$ cat src/rtl/toggle_port_responder.sv
// toggle_port_responder
//
// Memory-side responder for the toggle-style request/acknowledge port on the
// ROM download path. Each level change of port_req is one request. The request
// is captured into a small FIFO and replayed as a valid/ready command to the
// memory backend, one outstanding command at a time and in strict FIFO order.
// port_ack follows the port_req level of the last completed request. A write
// completes when the backend accepts it. A read completes when its data returns.
//
// Ports:
//   clk_sys     system clock, rising edge
//   reset       asynchronous, active-high reset
//   port_req    request toggle (synchronous to clk_sys)
//   port_ack    port_req level of the last completed request
//   port_a      word address, sampled at the toggle
//   port_ds     byte strobes {hi,lo}
//   port_we     1=write, 0=read
//   port_d      write data
//   port_q      read data of the last completed read
//   mem_valid   command valid to backend
//   mem_ready   backend accepts command
//   mem_we      command write flag
//   mem_a       command address
//   mem_ds      command byte strobes
//   mem_d       command write data
//   mem_rvalid  read data valid (one cycle, in order)
//   mem_rdata   read data
//   busy        FIFO non-empty or FSM not idle
//   overflow    sticky: a request was dropped because the FIFO was full
//
// Build option:
//   TOGGLE_PORT_MERGE_EN  when defined, a captured write to the same word as a
//                         queued (not yet launched) tail write is merged into
//                         that tail entry instead of taking a new entry.

module toggle_port_responder #(
  parameter int AW         = 23,
  parameter int DEPTH_LOG2 = 2
) (
  input  logic          clk_sys,
  input  logic          reset,
  input  logic          port_req,
  output logic          port_ack,
  input  logic [AW-1:0] port_a,
  input  logic [1:0]    port_ds,
  input  logic          port_we,
  input  logic [15:0]   port_d,
  output logic [15:0]   port_q,
  output logic          mem_valid,
  input  logic          mem_ready,
  output logic          mem_we,
  output logic [AW-1:0] mem_a,
  output logic [1:0]    mem_ds,
  output logic [15:0]   mem_d,
  input  logic          mem_rvalid,
  input  logic [15:0]   mem_rdata,
  output logic          busy,
  output logic          overflow
);

  localparam int DEPTH = 1 << DEPTH_LOG2;
  localparam logic [DEPTH_LOG2:0] FULL_CNT = (DEPTH_LOG2 + 1)'(DEPTH);
  localparam logic [DEPTH_LOG2:0] CNT_ONE  = (DEPTH_LOG2 + 1)'(1);

  localparam logic [1:0] ST_IDLE    = 2'd0;
  localparam logic [1:0] ST_ISSUE   = 2'd1;
  localparam logic [1:0] ST_WAIT_RD = 2'd2;
  localparam logic [1:0] ST_DONE    = 2'd3;

  // Request FIFO storage, one array per field.
  logic                  fifo_tag [DEPTH];
  logic                  fifo_we  [DEPTH];
  logic [AW-1:0]         fifo_a   [DEPTH];
  logic [1:0]            fifo_ds  [DEPTH];
  logic [15:0]           fifo_d   [DEPTH];

  logic [DEPTH_LOG2-1:0] wr_ptr;
  logic [DEPTH_LOG2-1:0] rd_ptr;
  logic [DEPTH_LOG2:0]   count;
  logic                  req_seen;
  logic [1:0]            state;

  logic                  req_edge;
  logic                  full;
  logic                  merge;
  logic                  push;
  logic                  drop;
  logic                  pop;

  assign req_edge = (port_req != req_seen);
  assign full     = (count == FULL_CNT);
  assign pop      = (state == ST_DONE);

`ifdef TOGGLE_PORT_MERGE_EN
  logic [DEPTH_LOG2-1:0] tail_idx;
  assign tail_idx = wr_ptr - 1'b1;

  // The tail may only be merged when it is not the head. With a single entry
  // the head is either being launched this edge (IDLE), already on the bus,
  // or being retired, so requiring two or more entries keeps the launched
  // command and its completion tag consistent.
  assign merge = req_edge && port_we && (count > CNT_ONE) &&
                 fifo_we[tail_idx] && (fifo_a[tail_idx] == port_a);
`else
  assign merge = 1'b0;
`endif

  assign push = req_edge && !merge && !full;
  assign drop = req_edge && !merge && full;

  assign busy = (count != '0) || (state != ST_IDLE);

  // FIFO pointers, occupancy and capture tracking.
  always_ff @(posedge clk_sys or posedge reset) begin
    if (reset) begin
      req_seen <= 1'b0;
      wr_ptr   <= '0;
      rd_ptr   <= '0;
      count    <= '0;
      overflow <= 1'b0;
    end else begin
      // req_seen follows every edge, including dropped ones, so a single
      // toggle is never counted twice.
      if (req_edge) req_seen <= port_req;
      if (drop)     overflow <= 1'b1;
      if (push)     wr_ptr   <= wr_ptr + 1'b1;
      if (pop)      rd_ptr   <= rd_ptr + 1'b1;
      case ({push, pop})
        2'b10:   count <= count + 1'b1;
        2'b01:   count <= count - 1'b1;
        default: count <= count;
      endcase
    end
  end

  // FIFO payload; contents are don't-care while the entry is empty.
  always_ff @(posedge clk_sys) begin
    if (push) begin
      fifo_tag[wr_ptr] <= port_req;
      fifo_we[wr_ptr]  <= port_we;
      fifo_a[wr_ptr]   <= port_a;
      fifo_ds[wr_ptr]  <= port_ds;
      fifo_d[wr_ptr]   <= port_d;
    end
`ifdef TOGGLE_PORT_MERGE_EN
    else if (merge) begin
      fifo_tag[tail_idx]       <= port_req;
      fifo_ds[tail_idx]        <= fifo_ds[tail_idx] | port_ds;
      if (port_ds[1]) fifo_d[tail_idx][15:8] <= port_d[15:8];
      if (port_ds[0]) fifo_d[tail_idx][7:0]  <= port_d[7:0];
    end
`endif
  end

  // Command FSM: launch head, hold until accepted, wait for read data, retire.
  always_ff @(posedge clk_sys or posedge reset) begin
    if (reset) begin
      state     <= ST_IDLE;
      mem_valid <= 1'b0;
      mem_we    <= 1'b0;
      mem_a     <= '0;
      mem_ds    <= 2'b00;
      mem_d     <= 16'h0000;
      port_ack  <= 1'b0;
      port_q    <= 16'h0000;
    end else begin
      case (state)
        ST_IDLE: begin
          if (count != '0) begin
            mem_valid <= 1'b1;
            mem_we    <= fifo_we[rd_ptr];
            mem_a     <= fifo_a[rd_ptr];
            mem_ds    <= fifo_ds[rd_ptr];
            mem_d     <= fifo_d[rd_ptr];
            state     <= ST_ISSUE;
          end
        end
        ST_ISSUE: begin
          if (mem_ready) begin
            mem_valid <= 1'b0;
            state     <= mem_we ? ST_DONE : ST_WAIT_RD;
          end
        end
        ST_WAIT_RD: begin
          if (mem_rvalid) begin
            port_q <= mem_rdata;
            state  <= ST_DONE;
          end
        end
        ST_DONE: begin
          port_ack <= fifo_tag[rd_ptr];
          state    <= ST_IDLE;
        end
        default: state <= ST_IDLE;
      endcase
    end
  end

endmodule

$ cat config.mk
export PLATFORM = sky130hd
export DESIGN_NAME = toggle_port_responder
export DESIGN_NICKNAME = d
export VERILOG_FILES = /design/src/rtl/toggle_port_responder.sv
export SDC_FILE = /design/constraint.sdc
export NUM_CORES = 1
export LEC_CHECK = 0
export CELL_PAD_IN_SITES_DETAIL_PLACEMENT = 0
export CELL_PAD_IN_SITES_GLOBAL_PLACEMENT = 1
export CORE_UTILIZATION = 40
export DETAILED_ROUTE_END_ITERATION = 8
export PLACE_DENSITY_LB_ADDON = 0.1
export RECOVER_POWER = 25
export SLEW_MARGIN = 20
export SYNTH_ARGS = -nofsm -noshare
export SYNTH_HDL_FRONTEND = slang
export SYNTH_SLANG_ARGS = --single-unit
$ cat constraint.sdc
create_clock -name clk_sys -period 5.3 [get_ports clk_sys]
set_clock_uncertainty 0.2 [all_clocks]
set_input_delay 0.795 -clock clk_sys [delete_from_list [all_inputs] [get_ports clk_sys]]
set_output_delay 0.795 -clock clk_sys [all_outputs]
set_load 0.02 [all_outputs]
Word-level counts from Yosys, hierarchy flattened
Memories as Yosys holds them, arrays and structs flattened. A register that Yosys moved wholly into a read port is not among the register bits.
Index checks and enable logic that the tools add are counted.
W data, S select, Z words.
{"block": "totals", "reg_bits": 28, "ramBits": 172, "input_bits": 63, "out_inout_bits": 62, "elab_cells": 51, "n_memories": 5}
{"memory": "fifo_a", "words": 4, "word_bits": 23, "rd": 1, "rd_ports_with_merged_regs": 1, "wr": 1, "line_no": "73", "text": "logic [AW-1:0] fifo_a [DEPTH];"}
{"memory": "fifo_d", "words": 4, "word_bits": 16, "rd": 1, "rd_ports_with_merged_regs": 1, "wr": 1, "line_no": "75", "text": "logic [15:0] fifo_d [DEPTH];"}
{"memory": "fifo_ds", "words": 4, "word_bits": 2, "rd": 1, "rd_ports_with_merged_regs": 1, "wr": 1, "line_no": "74", "text": "logic [1:0] fifo_ds [DEPTH];"}
{"memory": "fifo_tag", "words": 4, "word_bits": 1, "rd": 1, "rd_ports_with_merged_regs": 1, "wr": 1, "line_no": "71", "text": "logic fifo_tag [DEPTH];"}
{"memory": "fifo_we", "words": 4, "word_bits": 1, "rd": 1, "rd_ports_with_merged_regs": 1, "wr": 1, "line_no": "72", "text": "logic fifo_we [DEPTH];"}
{"block": "classes", "n_addsub": 4, "n_eq_ne": 10, "muxes": 11, "reduce_logical": 13}
{"op": "$pmux W2 S4", "n": 1}
{"op": "$eq A2 B2 Y1 const B", "n": 3}
{"op": "$mux W2", "n": 3}
{"op": "$ne A2 B2 Y1 const B", "n": 3}
{"op": "$pmux W3 S2", "n": 1}
{"op": "$reduce_and A3 Y1", "n": 2}
{"op": "$reduce_bool A2 Y1", "n": 3}
{"op": "$mux W1", "n": 5}
{"op": "$add A2 B1 Y2 const B", "n": 2}
{"op": "$eq A2 B1 Y1 const B", "n": 2}
{"op": "$reduce_and A2 Y1", "n": 2}
{"op": "$add A3 B1 Y3 const B", "n": 1}
{"op": "$eq A3 B3 Y1 const B", "n": 1}
{"op": "$reduce_bool A3 Y1", "n": 1}
{"op": "$sub A3 B1 Y3 const B", "n": 1}
{"op": "$logic_and A1 B1 Y1", "n": 2}
{"op": "$logic_not A2 Y1", "n": 1}
{"op": "$pmux W1 S2", "n": 1}
{"op": "$logic_not A1 Y1", "n": 1}
{"op": "$logic_or A1 B1 Y1", "n": 1}
{"op": "$ne A1 B1 Y1", "n": 1}

Longest topological paths before layout
Gate-level depths: netlist (run 1).
{"block": "logic_depth", "depth_word": 5, "depth_mapped": 8, "mapped_depth_nobuf": 8}

Worst setup path before layout (run 1)
OpenSTA, ideal clock, no wires.
{"block": "synth_path", "kind": "input port to flip-flop", "start": "input port_req", "end": "memory fifo_a[0][0] (enable)", "setup_time_ns": 0.405, "arrival_time_ns": 2.427, "required_time_ns": 4.695, "slack_ns": 2.268, "cell_stages": 3, "n_path_buf": 0, "cell_sequence": "xor2_1 > a21boi_1 > and2_1"}
{"block": "synth_via", "elab_chain_cells": 4}
{"item": "start: declaration", "line_no": "42", "text": "input logic port_req,"}
{"item": "$ne A1 B1 Y1", "line_no": "90", "text": "assign req_edge = (port_req != req_seen);"}
{"item": "$logic_and A1 B1 Y1", "line_no": "108", "text": "assign push = req_edge && !merge && !full;"}
{"item": "$mux W1", "line_no": "138", "text": "if (push) begin"}
{"item": "$mux W1 (implied by the code)", "line_no": "141", "text": "fifo_a[wr_ptr] <= port_a;"}
{"item": "end: declaration", "line_no": "73"}
No other way between the ends.

Worst setup path after layout (run 1)
{"block": "layout_path", "start": "register state[0]", "end": "output busy"}
{"block": "layout_via", "elab_chain_cells": 2}
{"item": "start: declaration", "line_no": "81", "text": "logic [1:0] state;"}
{"item": "start signal: assignment", "line_no": "181", "text": "state <= mem_we ? ST_DONE : ST_WAIT_RD;"}
{"item": "$reduce_bool A2 Y1", "line_no": "111", "text": "assign busy = (count != '0) || (state != ST_IDLE);"}
{"item": "$logic_or A1 B1 Y1", "line_no": "111"}
{"item": "end: declaration", "line_no": "57", "text": "output logic busy,"}
No other way between the ends.

==> results of run 1 <==
## logic make-up after synthesis
kind of cell	count (synthesis)	synth area share [%]
flops	243	76.15
simple gates	12	0.7822
buf+inv	25	1.565
compound gates	9	0.8783
mux	105	18.36
xor+xnor	7	0.6725
fa+ha+maj	11	1.592
## final timing paths
check,startpoint,end,slack (ns),cells past startpoint
hold / removal,overflow,overflow,0.29,1
min in group asynchronous,reset,port_q[6],0.49,2
setup reg to reg,count[0],fifo_a[1][13],2.57,4
max in group asynchronous,reset,rd_ptr[1],3.43,3
setup / recovery,state[0],busy,1.98,5
hold reg to reg,overflow,overflow,0.29,1
## cell usage after synthesis, types with 3 or more instances
cell      instances  area (um2)
edfxtp_1        172        5165
dfrtp_1          71        1777
mux2_2           60       675.7
mux4_2           41       923.4
ha_1             10       125.1
inv_1             9       33.78
buf_2             6       30.03
buf_6             5       56.30
and2_1            4       25.02
xnor2_1           4       35.03
nor2_1            3       11.26
xor2_1            3       26.28
## state kept, by name, summed over array words and instances, names as in the netlist
register / count
mem_ds: 2
mem_d: 16
mem_we: 1
fifo_ds: 8
port_q: 16
state: 2
fifo_we: 4
fifo_a: 92
overflow: 1
mem_a: 23
wr_ptr: 2
port_ack: 1
fifo_d: 64
mem_valid: 1
rd_ptr: 2
req_seen: 1
count: 3
fifo_tag: 4
## cell type report
class                      count  area [um2]
clock inverter                18       183.9
fill                        1761       10570
multi-input combinational    144        2038
timing repair buffer         129        1279
sequential                   243        6949
inverter                       9       35.03
tap                          280       350.3
clock buffer                  30       686.9
## power groups by stage
stage | combinational (W) | clock [W] | sequential (W)
global route | 0.00231 | 0.00192 | 0.00312
CTS | 0.00221 | 0.00186 | 0.00306
detailed placement | 0.00220 | 0 | 0.00309
finish | 0.00215 | 0.00181 | 0.00303
floorplan | 0.00125 | 0 | 0.00316
global placement | 0.00219 | 0 | 0.00306
## critical path, stage by stage, from the launching register on
cell,delay (ns)
dfrtp_1,0.41
inv_1,0.14
ha_1,0.23
nor4b_2,0.40
inv_1,0.08
clkdlybuf4s50_1,0.56
## per-layer routing
| layer | global-route usage (%) | wire length [um] |
|---|---|---|
| met5 | 0 | 11 |
| met4 | 4.281 | 314 |
| met3 | 2.949 | 736 |
| met2 | 25.08 | 8412 |
| met1 | 18.94 | 7226 |
## metrics by stage
step	utilization (%)	worst slack, ns
after floorplan	-	2.268
after global placement	48.19	1.558
after detailed placement	48.21	1.486
after CTS	52.15	1.941
after global routing	52.15	1.823
final	52.15	1.982
==> results.cfg, run 1 <==
[power_and_ir_drop]
vdd_ir_drop_max_v = 0.0002429
sequentialPowerShare_pct = 43.3
cellLeakagePower_nw = 4.103
cellInternalPower_w = 0.004954
power.switching_w = 0.002041
swShare_pct = 29.18
power_per_standard_cell_area_nw_per_um2 = 607.1
share_clk_of_total_power_pct = 25.9
totalPowerFinal_w = 0.006995
power.combinational.fraction_pct = 30.8

[routing]
final_antenna_net_count = 0
dr_total_vias = 4264
drt_wl_total_um = 16700
drt-wirelength-per-cell_um = 19.58
drt_pass1_iterations = 4
detail_route.vias_per_cell = 4.999
post-route-drc-count = 0
drt_first_iter_violations = 181

[layout]
layout-area-overhead-vs-synth_pct = 26.39
layoutNonFillerInstCount = 853
layout.cell_area.non_filler_um2 = 11520
drive_above_1_share_pct = 27.23
most-common-layout-cells = edfxtp_1, clkdlybuf4s50_1, dfrtp_1
layout_commonest_cell = edfxtp_1
n_antenna_cell = 0
design.final.nets = 627

[cts]
cts_setup_buffers = 0
post_cts.resized_instances = 0
worstSkewPairLatency_ns = 0.51
maximum_count_of_clock_buffers_along_a_single_path = 3
cts.sink_count = 243
cts_buffers = 26
cts_hold_buffers = 0
htree_num_levels = 1
clock_tree.root_cell = clkbuf_16
clk_transition_reported_paths_ns = 0.06
clock_tree_from_tritoncts = yes

[worst_setup_path]
worst_setup_path_start_kind = register
data_arrival_time_of_the_critical_path_ns = 2.32
crit_required_ns = 4.30
worst-path-max-fanout = 4
worstSetupPathType = reg -> out
worstSetupEndpointType = output pin

[timing]
setup_total_negative_slack_ns = 0
finalCriticalPeriod_ns = 3.318
unrepaired_setup_endpoints_after_global_routing = no
fin_hold_ws_ns = 0.2909
worst-slew-pin-transition_ns = 1.028
setup-violations-final = 0
fmaxAchievable_ghz = 0.3013
final_hold_viol_count = 0
worst_slew_margin_pct = 31.46
report.final.slew_viol_count = 0
min_period_over_period_pct = 62.61

[die]
dieHeight_um = 153.0
placement_rows = 54
ios = 125
initial_utilization_pct = 41.26
dieArea_um2 = 23400
design.core.area_um2 = 22090
chipWidth_um = 153.0

[place]
port_buffers = 124
detailed_place_hpwl_um = 10110
dpl-instance-area_um2 = 10650
gp_routability_congestion = 0.6994
post-place-cells = 805

[synthesis]
synthesis_stage_register_bit_count = 243
synthesis.instances = 412
synth_cell_type_count = 29
edff_count_synth = 172
async_flop_share_pct = 29.22
synth_cell_area_um2 = 9116
synth.avg_cell_area_um2 = 22.13
synth-main-ff-cell = edfxtp_1
synthesis.nets = 486
synth_sequential_area_ratio_pct = 76.15
synth_warnings = 0

[global_routing]
grt_max_degree = 46
grt.total_usage_pct = 14.65
grt_pass1_vias = 4720
grt_first_pass_wirelength_um = 26250
initial_antenna_violation_count = 1
remaining_overflow_grt = 0

[min_path]
worst_hold_path_type = reg -> reg

[job]
drv.max_cap_violation_count = 0

[outcome]
outcome = finished, final reports clean
(Power assumes the default switching activity.)
==> run 2, diff against run 1 <==
clock period = 2.9 ns   (was 5.3 ns; I/O delays follow)
==> run 2 against run 1 <==
  * Combinational power is 100% higher
  * Design area is 2.9% higher
  * Cell count is 1.5% higher
  * Sequential power is 77% higher
  * Global-route usage is 0.51 points higher
  * Power is 92% higher
  * Register-to-register slack worse by 2.1 ns
  * Routed wire length is 1.1% higher
  * Clock-buffer cell count stayed put
  * Via count is 2.0% higher
==> results.cfg, run 2 (synthesis results as in run 1) <==
[timing]
worst-slew-pin-transition_ns = 0.8310
worst_slew_margin_pct = 44.60
unrepaired_setup_endpoints_after_global_routing = no
report.final.slew_viol_count = 0
final_hold_viol_count = 0
setup_total_negative_slack_ns = 0
setup-violations-final = 0
finalCriticalPeriod_ns = 2.436
fmaxAchievable_ghz = 0.4106
min_period_over_period_pct = 83.98

[place]
gp_routability_congestion = 0.6949
dpl-instance-area_um2 = 10840
port_buffers = 124
post-place-cells = 817
detailed_place_hpwl_um = 10690

[cts]
clk_transition_reported_paths_ns = 0.06
cts_buffers = 26
clock_tree_from_tritoncts = yes
cts.sink_count = 243
worstSkewPairLatency_ns = 0.52
htree_num_levels = 1
maximum_count_of_clock_buffers_along_a_single_path = 3
cts_hold_buffers = 0
clock_tree.root_cell = clkbuf_16

[routing]
dr_total_vias = 4351
detail_route.vias_per_cell = 5.024
post-route-drc-count = 0
drt_pass1_iterations = 4
drt_first_iter_violations = 161
drt_wl_total_um = 16880
final_antenna_net_count = 0
drt-wirelength-per-cell_um = 19.49

[power_and_ir_drop]
vdd_ir_drop_max_v = 0.0005303
power_per_standard_cell_area_nw_per_um2 = 1134
cellLeakagePower_nw = 4.229
totalPowerFinal_w = 0.01344

[layout]
n_antenna_cell = 0
design.final.nets = 640
largest-register = fifo_a
layout.area.seq_um2 = 6947
filler_cell_count = 1720
layout_commonest_cell = edfxtp_1
layout.cell_area.non_filler_um2 = 11850
drive_above_1_share_pct = 29.52
layout-area-overhead-vs-synth_pct = 30.00
layoutNonFillerInstCount = 866
area_used_by_multi_input_combinational_logic_um2 = 2046
number_of_flip_flops_under_the_largest_register_name = 92
biggest_registers_after_layout = fifo_a (92), fifo_d (64), mem_a (23)
final_util_pct = 53.64
most-common-layout-cells = edfxtp_1, clkdlybuf4s50_1, dfrtp_1

[die]
dieArea_um2 = 23400
chipWidth_um = 153.0
initial_utilization_pct = 41.26
design.core.area_um2 = 22090
ios = 125
placement_rows = 54
dieHeight_um = 153.0

[outcome]
outcome = finished, final reports clean

[worst_setup_path]
data_arrival_time_of_the_critical_path_ns = 1.80
crit_required_ns = 2.27
worstSetupPathType = reg -> out
worst-path-max-fanout = 4
worstSetupEndpointType = output pin
worst_setup_path_start_kind = register

[global_routing]
grt_pass1_vias = 4923
remaining_overflow_grt = 0
grt_max_degree = 41
grt.total_usage_pct = 15.16
grt_first_pass_wirelength_um = 27280
initial_antenna_violation_count = 1

[job]
drv.max_cap_violation_count = 0

[min_path]
worst_hold_path_type = in -> async
run 2: cell type report:
type | count | share of cell area [%]
well taps | 280 | 2.956
repair buffers | 142 | 12.48
flip-flops and latches | 243 | 58.61
multi-input cells | 144 | 17.26
clock inverters | 18 | 2.597
inverters | 9 | 0.2956
clock buffers | 30 | 5.796
run 2: worst max-delay path, stage by stage (launching register included):
cell            delay, ns
dfrtp_1              0.41
inv_1                0.13
ha_1                 0.23
nor4b_4              0.24
inv_1                0.06
dlymetal6s2s_1       0.21
run 2: per-stage QoR:
| step | setup WS (ns) | hold slack, ns |
|---|---|---|
| 5_1_grt | 0.3370 | 0.1655 |
| 3_5_place_dp | 0.1196 | 0.2894 |
| 3_3_place_gp | 0.1497 | 0.2860 |
| 2_1_floorplan | 0.2279 | 0.3326 |
| 6_report | 0.4644 | 0.1010 |
| 4_1_cts | 0.0004272 | 0.1123 |
run 2: report_power, final:
group / internal (W) / switching, W / total (W)
clock network: 0.00242 / 0.00135 / 0.00377
registers: 0.00481 / 0.000552 / 0.00537
logic: 0.00236 / 0.00195 / 0.00431
total: 0.00959 / 0.00385 / 0.0134
run 2: final timing paths:
check                      slack (ns)    endpoint  startpoint  cells after the start
min in group clk_sys             0.29    overflow    overflow                      1
hold / removal                   0.10  port_q[13]       reset                      2
hold reg to reg                  0.29    overflow    overflow                      1
max in group asynchronous        1.76   rd_ptr[0]       reset                      3
setup reg to reg                 0.52    mem_a[4]    count[0]                      3
setup / recovery                 0.46        busy    state[0]                      5
run 2: per-layer routing:
metal	share of wire, %	track usage [%]	vias up
met4	1.8	4.618	2
li1	-	-	1943
met5	0.10	0	-
met3	4.2	2.977	26
met1	44	19.84	2273
met2	50	25.64	107
run 2: repair_timing:
action                     4_1_cts  5_1_grt
gates resized for setup          1        1
setup endpoints to repair        1        1
buffers inserted                 0        1
pin swaps                        0        0
